File: config.mk
export PLATFORM = sky130hd
export DESIGN_NAME = imm_gen_stage
export DESIGN_NICKNAME = d
export VERILOG_FILES = /design/src/rtl/imm_gen_stage.sv
export SDC_FILE = /design/constraint.sdc
export NUM_CORES = 1
export LEC_CHECK = 0
export CAP_MARGIN = 10
export CORE_MARGIN = 4
export CORE_UTILIZATION = 46
export CTS_CLUSTER_SIZE = 24
export DETAILED_ROUTE_END_ITERATION = 6
export MAX_ROUTING_LAYER = met4
export PLACE_DENSITY_LB_ADDON = 0.2
export SLEW_MARGIN = 20
export SYNTH_ARGS = -nofsm -noshare
export SYNTH_HDL_FRONTEND = slang
export SYNTH_SLANG_ARGS = --single-unit
File: constraint.sdc
create_clock -name clk -period 1.8 [get_ports clk]
set_input_delay 0.18 -clock clk [delete_from_list [all_inputs] [get_ports clk]]
set_output_delay 0.18 -clock clk [all_outputs]
set_load 0.03 [all_outputs]
File: src/rtl/imm_gen_stage.sv
// Purpose : RISC-V immediate generator with a registered valid/ready output stage and skid buffer.
// Latency : 1 cycle from input transfer to out_valid when the stage is empty; 1 instr/cycle sustained.
// Backpr. : in_ready is registered (low only while the skid entry is occupied); output held stable while stalled.
//
// Ports   : clk, rst (sync, active-high), flush (drops held entries and the same-cycle input)
//           in_valid/in_ready/in_instr   upstream handshake + raw 32-bit instruction
//           out_valid/out_ready          downstream handshake
//           out_imm[XLEN], out_fmt[3], out_illegal, illegal_cnt[CNT_W] (saturating)
// Option  : define IMM_GEN_ZICSR_EN to decode csrr*i as format Z (zero-extended zimm in i[19:15]).
module imm_gen_stage #(
    parameter int XLEN  = 32,   // 32 or 64
    parameter int CNT_W = 16
) (
    input  logic             clk,
    input  logic             rst,
    input  logic             flush,
    input  logic             in_valid,
    output logic             in_ready,
    input  logic [31:0]      in_instr,
    output logic             out_valid,
    input  logic             out_ready,
    output logic [XLEN-1:0]  out_imm,
    output logic [2:0]       out_fmt,
    output logic             out_illegal,
    output logic [CNT_W-1:0] illegal_cnt
);

    localparam logic [2:0] FMT_R    = 3'd0;
    localparam logic [2:0] FMT_I    = 3'd1;
    localparam logic [2:0] FMT_S    = 3'd2;
    localparam logic [2:0] FMT_B    = 3'd3;
    localparam logic [2:0] FMT_U    = 3'd4;
    localparam logic [2:0] FMT_J    = 3'd5;
    localparam logic [2:0] FMT_NONE = 3'd7;
`ifdef IMM_GEN_ZICSR_EN
    localparam logic [2:0] FMT_Z    = 3'd6;
`endif

    localparam logic [6:0] OP_LOAD    = 7'b0000011;
    localparam logic [6:0] OP_OPIMM   = 7'b0010011;
    localparam logic [6:0] OP_JALR    = 7'b1100111;
    localparam logic [6:0] OP_FENCE   = 7'b0001111;
    localparam logic [6:0] OP_SYSTEM  = 7'b1110011;
    localparam logic [6:0] OP_STORE   = 7'b0100011;
    localparam logic [6:0] OP_BRANCH  = 7'b1100011;
    localparam logic [6:0] OP_LUI     = 7'b0110111;
    localparam logic [6:0] OP_AUIPC   = 7'b0010111;
    localparam logic [6:0] OP_JAL     = 7'b1101111;
    localparam logic [6:0] OP_OP      = 7'b0110011;
    localparam logic [6:0] OP_OPIMM32 = 7'b0011011;
    localparam logic [6:0] OP_OP32    = 7'b0111011;

    typedef struct packed {
        logic [XLEN-1:0] imm;
        logic [2:0]      fmt;
        logic            illegal;
    } entry_t;

    typedef enum logic [1:0] {
        ST_EMPTY = 2'd0,
        ST_FULL  = 2'd1,
        ST_SKID  = 2'd2
    } state_t;

    // ---------------- combinational decode ----------------
    logic [6:0]  opcode;
    logic [31:0] imm_i, imm_s, imm_b, imm_u, imm_j;
    logic [31:0] dec_imm32;
    logic [2:0]  dec_fmt;
    logic        dec_illegal;
    entry_t      dec;

    assign opcode = in_instr[6:0];
    assign imm_i  = {{20{in_instr[31]}}, in_instr[31:20]};
    assign imm_s  = {{20{in_instr[31]}}, in_instr[31:25], in_instr[11:7]};
    assign imm_b  = {{19{in_instr[31]}}, in_instr[31], in_instr[7], in_instr[30:25], in_instr[11:8], 1'b0};
    assign imm_u  = {in_instr[31:12], 12'b0};
    assign imm_j  = {{11{in_instr[31]}}, in_instr[31], in_instr[19:12], in_instr[20], in_instr[30:21], 1'b0};

    always_comb begin
        dec_fmt     = FMT_NONE;
        dec_illegal = 1'b0;
        dec_imm32   = '0;
        case (opcode)
            OP_LOAD, OP_OPIMM, OP_JALR, OP_FENCE: begin
                dec_fmt   = FMT_I;
                dec_imm32 = imm_i;
            end
            OP_SYSTEM: begin
`ifdef IMM_GEN_ZICSR_EN
                if (in_instr[14]) begin
                    // Bit 31 is zero here, so the common sign-extension below zero-extends zimm.
                    dec_fmt   = FMT_Z;
                    dec_imm32 = {27'b0, in_instr[19:15]};
                end else begin
                    dec_fmt   = FMT_I;
                    dec_imm32 = imm_i;
                end
`else
                dec_fmt   = FMT_I;
                dec_imm32 = imm_i;
`endif
            end
            OP_STORE: begin
                dec_fmt   = FMT_S;
                dec_imm32 = imm_s;
            end
            OP_BRANCH: begin
                dec_fmt   = FMT_B;
                dec_imm32 = imm_b;
            end
            OP_LUI, OP_AUIPC: begin
                dec_fmt   = FMT_U;
                dec_imm32 = imm_u;
            end
            OP_JAL: begin
                dec_fmt   = FMT_J;
                dec_imm32 = imm_j;
            end
            OP_OP: begin
                dec_fmt = FMT_R;
            end
            OP_OPIMM32: begin
                if (XLEN == 64) begin
                    dec_fmt   = FMT_I;
                    dec_imm32 = imm_i;
                end else begin
                    dec_illegal = 1'b1;
                end
            end
            OP_OP32: begin
                if (XLEN == 64) begin
                    dec_fmt = FMT_R;
                end else begin
                    dec_illegal = 1'b1;
                end
            end
            default: dec_illegal = 1'b1;
        endcase
    end

    // Every format fits in 32 bits; widen to XLEN by replicating bit 31.
    always_comb begin
        dec.imm        = {XLEN{dec_imm32[31]}};
        dec.imm[31:0]  = dec_imm32;
        dec.fmt        = dec_fmt;
        dec.illegal    = dec_illegal;
    end

    // ---------------- output register + skid ----------------
    state_t           state_q, state_d;
    entry_t           or_q, or_d;
    entry_t           sk_q, sk_d;
    logic [CNT_W-1:0] cnt_q, cnt_d;
    logic             acc;

    assign in_ready  = (state_q != ST_SKID);
    assign out_valid = (state_q != ST_EMPTY);
    assign acc       = in_valid & in_ready;

    always_comb begin
        state_d = state_q;
        or_d    = or_q;
        sk_d    = sk_q;
        cnt_d   = cnt_q;
        case (state_q)
            ST_EMPTY: begin
                if (acc) begin
                    or_d    = dec;
                    state_d = ST_FULL;
                end
            end
            ST_FULL: begin
                if (acc && out_ready) begin
                    or_d = dec;
                end else if (acc) begin
                    sk_d    = dec;
                    state_d = ST_SKID;
                end else if (out_ready) begin
                    state_d = ST_EMPTY;
                end
            end
            ST_SKID: begin
                if (out_ready) begin
                    or_d    = sk_q;
                    state_d = ST_FULL;
                end
            end
            default: state_d = ST_EMPTY;
        endcase
        if (acc && dec.illegal && (cnt_q != '1)) begin
            cnt_d = cnt_q + CNT_W'(1);
        end
        // Flush discards everything, including whatever was accepted this cycle.
        if (flush) begin
            state_d = ST_EMPTY;
            or_d    = or_q;
            sk_d    = sk_q;
            cnt_d   = cnt_q;
        end
    end

    always_ff @(posedge clk) begin
        if (rst) begin
            state_q     <= ST_EMPTY;
            or_q.imm    <= '0;
            or_q.fmt    <= FMT_NONE;
            or_q.illegal<= 1'b0;
            sk_q.imm    <= '0;
            sk_q.fmt    <= FMT_NONE;
            sk_q.illegal<= 1'b0;
            cnt_q       <= '0;
        end else begin
            state_q <= state_d;
            or_q    <= or_d;
            sk_q    <= sk_d;
            cnt_q   <= cnt_d;
        end
    end

    assign out_imm     = or_q.imm;
    assign out_fmt     = or_q.fmt;
    assign out_illegal = or_q.illegal;
    assign illegal_cnt = cnt_q;

endmodule

# Word-level counts from Yosys, hierarchy flattened
# Index checks and enable logic that the tools add are counted.
# Widths: inputs -> output; s select.
[op_classes]
n_addsub = 1
eq_ne = 20
n_mux = 13
bitwise_logic = 3
n_reduce_logical = 14
[op_table]
columns = ["op", "count"]
rows = [
  ["$pmux 32 s5", 1],
  ["$mux 36", 3],
  ["$pmux 36 s3", 1],
  ["$eq 7x7->1 const B", 4],
  ["$eq 7x6->1 const B", 3],
  ["$pmux 3 s6", 1],
  ["$add 16x1->16 const B", 1],
  ["$ne 16x16->1 const B", 1],
  ["$eq 7x5->1 const B", 2],
  ["$reduce_or 11->1", 1],
  ["$mux 2", 5],
  ["$ne 2x2->1 const B", 5],
  ["$reduce_and 4->1", 2],
  ["$eq 7x2->1 const B", 1],
  ["$eq 7x4->1 const B", 1],
  ["$pmux 2 s3", 1],
  ["$reduce_and 5->1", 1],
  ["$reduce_or 5->1", 1],
  ["$reduce_or 2->1", 2],
  ["$logic_and 1x1->1", 3],
  ["$ne 3x3->1 const B", 1],
  ["$reduce_bool 3->1", 1],
  ["$eq 2x1->1 const B", 1],
  ["$eq 2x2->1 const B", 1],
  ["6 further kinds", 7],
]
[totals]
register_bits = 90
input_bits = 37
output_inout_bits = 54
elab_cells = 59

# Logic depth before layout (Yosys ltp)
# Gate-level depths: netlist (run 1).
[logic_depth]
word_depth = 6
mapped_depth = 7
depth_no_buf = 6

# Worst setup path after synthesis (run 1)
# No wires, ideal clock.
[synth_path]
path_type = "register to register"
start = "register cnt_q[0], in the netlist illegal_cnt[0]"
end = "register cnt_q[2], in the netlist illegal_cnt[2]"
setup_ps = 132
arrival_time_ps = 1893
required_time_ps = 1668
slack_ps = -225
path_stages_with_launch = 8
n_path_buf = 1
period_less_slack_ps = 2025
path_cell_list = "dfxtp_1 -> ha_1 -> nand3_1 -> nor2_1 -> nor4b_1 -> buf_2 -> or4_1 -> a21oi_1"
[synth_via]
elab_chain_cells = 3
word_cells_on_any_way = 4
classes_between = "add/sub: 1; eq/ne: 1; reduce/logical: 2"
[synth_rtl]
columns = ["element", "line_no", "text"]
rows = [
  ["from (decl)", "154", "logic [CNT_W-1:0] cnt_q, cnt_d;"],
  ["from (signal assigned)", "217", "cnt_q <= cnt_d;"],
  ["parallel branches: the longest is 3 deep, another holds $add 16x1->16", "n/a", ""],
]
# Several ways; the timed one is not identified.
# A chain may end at the register's enable or synchronous reset.

# Worst setup path in the final report (run 1)
[layout_path]
start = "register cnt_q[0], in the netlist illegal_cnt[0]"
end = "register cnt_q[14], in the netlist illegal_cnt[14]"
# The elaborated chain is that of the path after synthesis.

==> results.md, run 1 <==
Global routing:
- The number of antenna violations at the first check in global routing is 0.
- The via count of the first global-routing pass is ~4500.
- The global route total overflow is 0.
- The first global-routing pass estimated roughly 21000 µm of wire.
- The overall routing resource usage is 0.237.
- Entering global routing, the biggest net connects 32 pins.

Clock tree:
- The total clock buffers created by CTS is 9.
- TritonCTS built the clock tree.
- The H-tree depth reported by CTS is 3.
- The total of hold buffers inserted after clock tree synthesis is 0.
- Clock-pin slew was measured on the worst setup and hold paths at 100 ps.
- The root buffer cell is sky130_fd_sc_hd__clkbuf_8.
- The tree built by TritonCTS fans out to 90 sinks.
- The clock latency at the later pin of the worst-skew pair is ~370 ps.
- No sink is reached through more buffers than the 2 on the longest clock path.

Final layout:
- The number of nets at the end of the flow is just over 700.
- The repair_antennas step left the layout with diodes totalling 0.
- The area growth from synthesis to layout is 47.6%.
- Once layout is done, the placed cells without fillers occupy 6370 µm².
- In the final layout, the share of cells above drive strength 1 is 0.218.

Synthesis:
- The Yosys step of the flow raised 0 warnings.
- The post-synthesis area per instance is approximately 8 µm².
- Of all flip-flops after synthesis, the portion carrying an async set or reset was 0.
- Of the synthesized area, sequential elements account for 0.418.
- Synthesis inferred 90 register bits.
- After synthesis, the netlist uses 61 different library cells.
- The synthesized design spends more area on one cell type than any other, namely sky130_fd_sc_hd__dfxtp_1.
- Counting every instance in the synthesized netlist gives roughly 530.
- The portion of synthesized cell area occupied by the leading cell type is 0.418.
- The mapped netlist covers 4310 µm².
- When the netlist entered floorplanning its net count stood at between 500 and 600.
- The leading register cell type out of synthesis is sky130_fd_sc_hd__dfxtp_1.
- The number of flops mapped to enable cells by yosys is 0.
- Yosys attributes the largest share of cell area to sky130_fd_sc_hd__dfxtp_1 42%, sky130_fd_sc_hd__nand2_1 6.0%, sky130_fd_sc_hd__a21oi_1 4.5%.

Critical path:
- The highest net fanout along the worst path is 5.
- Data on the critical path is required at its endpoint by around 2100 ps.
- The worst setup path is captured at a flip-flop.
- The worst setup path is launched from a flip-flop.
- The slack of the worst reg-to-reg path is between 40 and 50 ps.
- The worst setup path is of the flip-flop to flip-flop kind.
- Data on the critical path arrives at its endpoint at just over 2000 ps.

Detailed routing:
- After detailed routing, the total wire length is 13100 µm.
- For this run, design rule violations remaining after detail routing come to 0.
- Summing over every cut layer, the via total after detailed routing is around 4600.
- Before antenna repair, the detailed router went through 5 iterations.
- The remaining antenna violation count is 0.
- Dividing the detail-routed via count by the number of cells gives ~5.8.
- The number of design-rule violations left by the first detailed-router iteration is 205.
- The mean routed wirelength per cell is around 16 µm.

Timing:
- In the finished design, the share of the clock period the worst path needs comes to 0.973.
- Adding up every negative setup slack in the final design gives 0 ps.
- The final-report setup violation count is 0.
- Setup repair after global routing could not meet its margin everywhere.
- Based on the critical path, the design can be clocked at up to 571 MHz.
- The final number of hold-violating endpoints came to 0.
- The final worst slack is between 40 and 50 ps.
- After layout, the minimum clock period comes to between 1500 and 2000 ps.
- The worst pin sits at a relative slew slack of 0.595.
- The max-slew violation total from the final report is 0.
- Clock skew on the completed layout was measured at roughly 12 ps.
- The transition time at the pin with the least slew margin is about 610 ps.

Pwr:
- The share of total power in combinational logic is 0.185.
- Of the total power, the share spent switching nets is 0.291.
- Of the total power, registers draw 0.498.
- Dividing total power by cell area gives a power density of 659 nW/µm².
- Of the total power, the clock network draws 0.317.
- The peak supply drop is approximately 0.42 mV.
- In this run the power spent charging and discharging nets is ~1.2 mW.
- Internal power comes to 2.98 mW.
- The standby leakage power is roughly 2.3 nW.

Hold path:
- In this run the worst hold path is classified as input pin to flip-flop.

Die:
- Measured along the x axis, the die boundary spans 105 µm.
- The boundary pin count is 91.
- For this configuration, the core starts out at a cell density of 0.469.
- The die outline area is approximately 11000 µm².
- The vertical extent of the die is ~100 µm.
- The initialized floorplan defines 35 standard-cell rows.
- The core area is between 9000 and 10000 µm².

Status:
- The run finished with clean final reports.

Placed design:
- The congestion estimate from routability-driven global placement came to between 0.8 and 0.9.
- Input and output buffers added on the ports amount to 90.
- Detailed placement ended at an HPWL of between 9000 and 10000 µm.
- The post-detailed-placement cell area is 5930 µm².
- Before CTS, the worst setup slack after placement is -420 ps.

Flow run:
- The number of maximum-capacitance constraint violations is 0.
## state kept, by name, summed over array words and instances (netlist names)
name         flops
sk_q            36
state_q          2
out_imm         32
illegal_cnt     16
out_fmt          3
out_illegal      1
## what timing repair did
| action | 4_1_cts | 5_1_grt |
|---|---|---|
| resized for setup | 14 | 42 |
| buffers inserted | 1 | 2 |
| pin swaps | 3 | 11 |
| endpoints found under the setup margin | 16 | 66 |
| gates cloned | 1 | 1 |
## layout by cell type (no fill, tap or decap), types with 13 or more instances in the layout
cell type                         instances
sky130_fd_sc_hd__nor2_1                  45
sky130_fd_sc_hd__dfxtp_1                 84
sky130_fd_sc_hd__a221oi_1                19
sky130_fd_sc_hd__a311oi_1                13
sky130_fd_sc_hd__nand3_1                 23
sky130_fd_sc_hd__buf_4                   74
sky130_fd_sc_hd__a21oi_1                 33
sky130_fd_sc_hd__nand2_1                 69
sky130_fd_sc_hd__clkdlybuf4s50_1         81
sky130_fd_sc_hd__o21ai_0                 30
sky130_fd_sc_hd__nor3_1                  21
## path summary, 6_finish.rpt
check            startpoint              end  depth (start not counted)
min                     rst   illegal_cnt[1]                          2
max          illegal_cnt[0]  illegal_cnt[14]                          7
max reg2reg  illegal_cnt[0]  illegal_cnt[14]                          7
min reg2reg        sk_q[10]         sk_q[10]                          2
## worst max-delay path, cell delays in order (launching register included)
cell and delay (ps):
sky130_fd_sc_hd__dfxtp_2 360, sky130_fd_sc_hd__ha_4 150, sky130_fd_sc_hd__nand3_2 120, sky130_fd_sc_hd__nor2_4 160
sky130_fd_sc_hd__o2111ai_4 160, sky130_fd_sc_hd__buf_6 170, sky130_fd_sc_hd__or4_4 410, sky130_fd_sc_hd__a21oi_2 140
## final cells by class
cell class                      instances  area, µm²
Tap cell                              111        139
Sequential cell                        90       1810
Timing Repair Buffer                  176       1660
Fill cell                             733       2830
Clock inverter                          6       50.0
Inverter                                7       26.3
Clock buffer                           10        138
Multi-Input combinational cell        395       2550
## synthesized netlist by cell type (9+ instances only)
library cell,instances
sky130_fd_sc_hd__o21ai_0,30
sky130_fd_sc_hd__clkbuf_1,32
sky130_fd_sc_hd__a211oi_1,10
sky130_fd_sc_hd__or4_1,12
sky130_fd_sc_hd__a311oi_1,13
sky130_fd_sc_hd__nor3_1,22
sky130_fd_sc_hd__a221oi_1,19
sky130_fd_sc_hd__a21oi_1,39
sky130_fd_sc_hd__nor3b_1,9
sky130_fd_sc_hd__o31ai_1,12
sky130_fd_sc_hd__nand3_1,25
sky130_fd_sc_hd__dfxtp_1,90
sky130_fd_sc_hd__nand2_1,69
sky130_fd_sc_hd__nor2_1,47
## routing by layer
layer | vias to the layer above | routed length [µm] | global-route usage
li1 | 2265 | - | -
met4 | 0 | 232 | 0.0637
met5 | - | 0 | -
met3 | 21 | 668 | 0.0494
met2 | 147 | 6560 | 0.406
met1 | 2176 | 5600 | 0.284
## kinds of logic after synthesis
kind of cell | synth area share
mux | 0.00348
xor+xnor | 0.00203
flops | 0.418
compound gates | 0.256
fa+ha+maj | 0.00290
buf+inv | 0.0444
simple gates | 0.274
## through the flow
step                power, mW  hold slack (ps)  instances   util
global placement         2.86              439        775  0.644
floorplan                2.50              258        532      -
finish                   4.20              329        795  0.693
CTS                      4.19              315        793  0.671
detailed placement       2.88              444        775  0.644
global route             4.37              330        795  0.693
## power groups by stage
| stage | clock network [mW] | registers (mW) | logic, mW |
|---|---|---|---|
| floorplan | 0 | 2.24 | 0.264 |
| global placement | 0 | 2.13 | 0.731 |
| detailed placement | 0 | 2.14 | 0.742 |
| CTS | 1.34 | 2.09 | 0.754 |
| global route | 1.44 | 2.10 | 0.832 |
| finish | 1.33 | 2.09 | 0.777 |
No activity file was read; power rests on OpenSTA's default activity.
==> inputs of run 2 (changes only) <==
--- a/config.mk
+++ b/config.mk
@@ -6,11 +6,13 @@
 export NUM_CORES = 1
 export LEC_CHECK = 0
 export CAP_MARGIN = 10
+export CELL_PAD_IN_SITES_DETAIL_PLACEMENT = 0
+export CELL_PAD_IN_SITES_GLOBAL_PLACEMENT = 1
 export CORE_MARGIN = 4
-export CORE_UTILIZATION = 46
+export CORE_UTILIZATION = 42
 export CTS_CLUSTER_SIZE = 24
 export DETAILED_ROUTE_END_ITERATION = 6
-export MAX_ROUTING_LAYER = met4
+export DONT_BUFFER_PORTS = 1
 export PLACE_DENSITY_LB_ADDON = 0.2
 export SLEW_MARGIN = 20
 export SYNTH_ARGS = -nofsm -noshare
==> results.md, run 2 (synthesis gave the netlist of run 1 again) <==
Final layout:
- The number of diodes is 0.
- The finished cells cover 5190 µm².
- The library cells used most frequently in the layout, excluding fill and tap cells, are 85 x sky130_fd_sc_hd__dfxtp_1, 68 x sky130_fd_sc_hd__nand2_1, 45 x sky130_fd_sc_hd__nor2_1, 45 x sky130_fd_sc_hd__buf_4, 36 x sky130_fd_sc_hd__a21oi_1.
- The number of flip-flops under the largest register name is 36.
- The register with the most flip-flops in the final layout is sk_q.
- The filler cells instantiated in the layout total 974.
- Registers take about 1800 µm².
- Relative to the synthesized area, the layout overhead comes to 20.3%.
- The net count of the finished layout is 598.
- The footprint of the multi-input gates is around 2500 µm².
- The share of the core filled with cells in the final layout is 0.524.
- The most common library cell in the layout ignoring fill and taps is sky130_fd_sc_hd__dfxtp_1.
- The share of layout cells above drive strength 1 is 0.182.

Pwr:
- The total power consumption of the routed design is 4.13 mW.
- Summed over all cells, the static leakage comes to 1.72 nW.
- The cell area power density is approximately 800 nW/µm².
- VDD sags by at most approximately 0.35 mV.

Clock tree:
- TritonCTS built the clock tree.
- The H-tree depth reported by CTS is 3.
- At the later pin of the worst-skew pair, clock insertion delay measures approximately 360 ps.
- The root buffer cell is sky130_fd_sc_hd__clkbuf_8.
- Clock-pin slew was measured on the worst setup and hold paths at approximately 90 ps.
- TritonCTS created 9 clock buffers.
- Clock tree synthesis found a total of 90 sinks.
- The longest clock path from root to sink contains 2 buffers.

Detailed routing:
- In this run, the number of DRC markers left after iteration 0 of detailed routing was between 200 and 250.
- For this run, design rule violations remaining after detail routing come to 0.
- The count of vias placed by the detailed router is slightly above 4000.
- The detail route stage leaves a number of antenna-violating nets equal to 0.
- Summed over all layers, the routed wires come to between 10000 and 15000 µm.
- After detailed routing, the average wire length per cell comes to ~18 µm.
- Dividing the detail-routed via count by the number of cells gives 5.85.
- The first-pass iteration count of the detailed router is 5.

Placed design:
- The post-detailed-placement cell area is approximately 4800 µm².
- The half-perimeter wire length after placement is 8620 µm.
- The routability-driven placement congestion ratio is approximately 0.88.
- The count of buffers inserted at the top-level ports is 0.

Status:
- The flow ran to the end, but the final reports show violations.
- The checks that failed: negative hold slack.

Die:
- The width of the die is 109 µm.
- Row generation in the floorplan step produced 36 rows.
- The core area is 9910 µm².
- The die outline area is roughly 12000 µm².
- Pin placement for this block handled just over 90 I/O pins.
- The vertical extent of the die is 109 µm.
- The initial core utilization is 0.435.

Critical path:
- The origin of the worst setup path is illegal_cnt[0].
- The timing endpoint of the critical path is illegal_cnt[5].
- In this run the critical register-to-register path is captured at illegal_cnt[5].
- The worst register-to-register path has a depth of 7.
- The worst register-to-register path has a setup slack of 50 ps.
- The startpoint identified for the worst register-to-register timing path is illegal_cnt[0].
- The highest net fanout along the worst path is 4.
- The required time of the critical path is between 2000 and 2500 ps.
- The arrival time of data at the critical path endpoint is ~2000 ps.
- The worst setup path is captured at a flip-flop.
- The type of origin of the critical path is a flip-flop.
- The critical path is of the flip-flop to flip-flop type.

Timing:
- The setup clock skew after layout is around 9 ps.
- Setup repair after global routing could not meet its margin everywhere.
- The max-slew violation total from the final report is 0.
- Of the available clock period, the critical path in the final layout requires 0.972.
- For the pin with the worst max-slew slack, the measured transition is 526 ps.
- Derived from the worst setup path, the maximum achievable clock frequency is 571 MHz.
- The tightest hold path in the finished design has a slack of -133 ps.
- The final number of hold-violating endpoints is 85.
- The final-report setup violation count is 0.
- The worst path in the final design needs a cycle of 1750 ps, including I/O delays and setup.
- Headroom to the max-slew limit came out at 0.649.

Global routing:
- The largest net degree at the start of global routing is 94.
- The first global-routing pass estimated between 20000 and 25000 µm of wire.
- The global-route track usage on met1 is 0.283.
- The number of antenna violations at the first check in global routing is 0.
- The met2 track utilization from global routing is 0.336.
- The via count of the first global-routing pass is slightly below 4000.
- Global routing finished with a remaining overflow of 0.
- The most used routing layer is met2.
- For this run, global-route usage on met3 was measured as 0.0423.
- The overall routing resource usage is 0.211.

Flow run:
- Across the run, the number of max-cap violations was 0.

Hold path:
- The min-delay analysis places its worst path in the category input pin to flip-flop.
==> run 2: worst max-delay path: stages (launching register included) <==
cell	delay (ps)
sky130_fd_sc_hd__dfxtp_2	350
sky130_fd_sc_hd__ha_2	200
sky130_fd_sc_hd__nand3_2	120
sky130_fd_sc_hd__nor2_4	150
sky130_fd_sc_hd__nor4b_4	300
sky130_fd_sc_hd__buf_4	190
sky130_fd_sc_hd__nor4b_4	40
sky130_fd_sc_hd__mux2_4	300
==> run 2: timing repair <==
item	in CTS	in global routing
buffers inserted	0	3
endpoints found under the hold margin	88	87
hold buffers	3	1
resized for setup	3	21
endpoints found under the setup margin	15	52
pin swaps	0	12
==> run 2: worst min-delay path by stage <==
| stage | start | endpoint | slack [ps] | cells after the start |
|---|---|---|---|---|
| floorplan | out_ready | state_q[1] | 260 | 1 |
| global placement | rst | illegal_cnt[0] | 250 | 1 |
| detailed placement | rst | illegal_cnt[1] | 250 | 1 |
| CTS | rst | illegal_cnt[1] | -140 | 1 |
| global route | rst | illegal_cnt[9] | -140 | 1 |
| finish | rst | illegal_cnt[7] | -130 | 1 |
==> run 2: report_power, final <==
group	switching, mW	internal [mW]
clock network	0.721	0.860
registers	0.139	2.05
logic	0.196	0.161
total	1.06	3.08
==> run 2: final cells by class <==
type	instances	share of cell area
multi-input combinational	395	0.473
sequential	90	0.348
timing repair buffer	57	0.0969
tap	133	0.0321
clock buffer	12	0.0299
clock inverter	4	0.0142
inverter	7	0.00506
==> run 2: per-stage QoR <==
step | cells | hold slack (ps) | worst slack [ps] | setup TNS (ps)
2_1_floorplan | 532 | 258 | -11.5 | -30.2
4_1_cts | 694 | -144 | 1.64 | 0
3_5_place_dp | 675 | 251 | -43.0 | -293
3_3_place_gp | 675 | 249 | -15.0 | -134
6_report | 698 | -133 | 49.9 | 0
5_1_grt | 698 | -143 | -43.7 | -135
==> run 2: metal layers <==
metal  vias to the layer above  share of wire
met1                      1935           0.45
met2                       115           0.47
met5                         -              0
li1                       2019              -
met3                        17          0.067
met4                         0          0.018
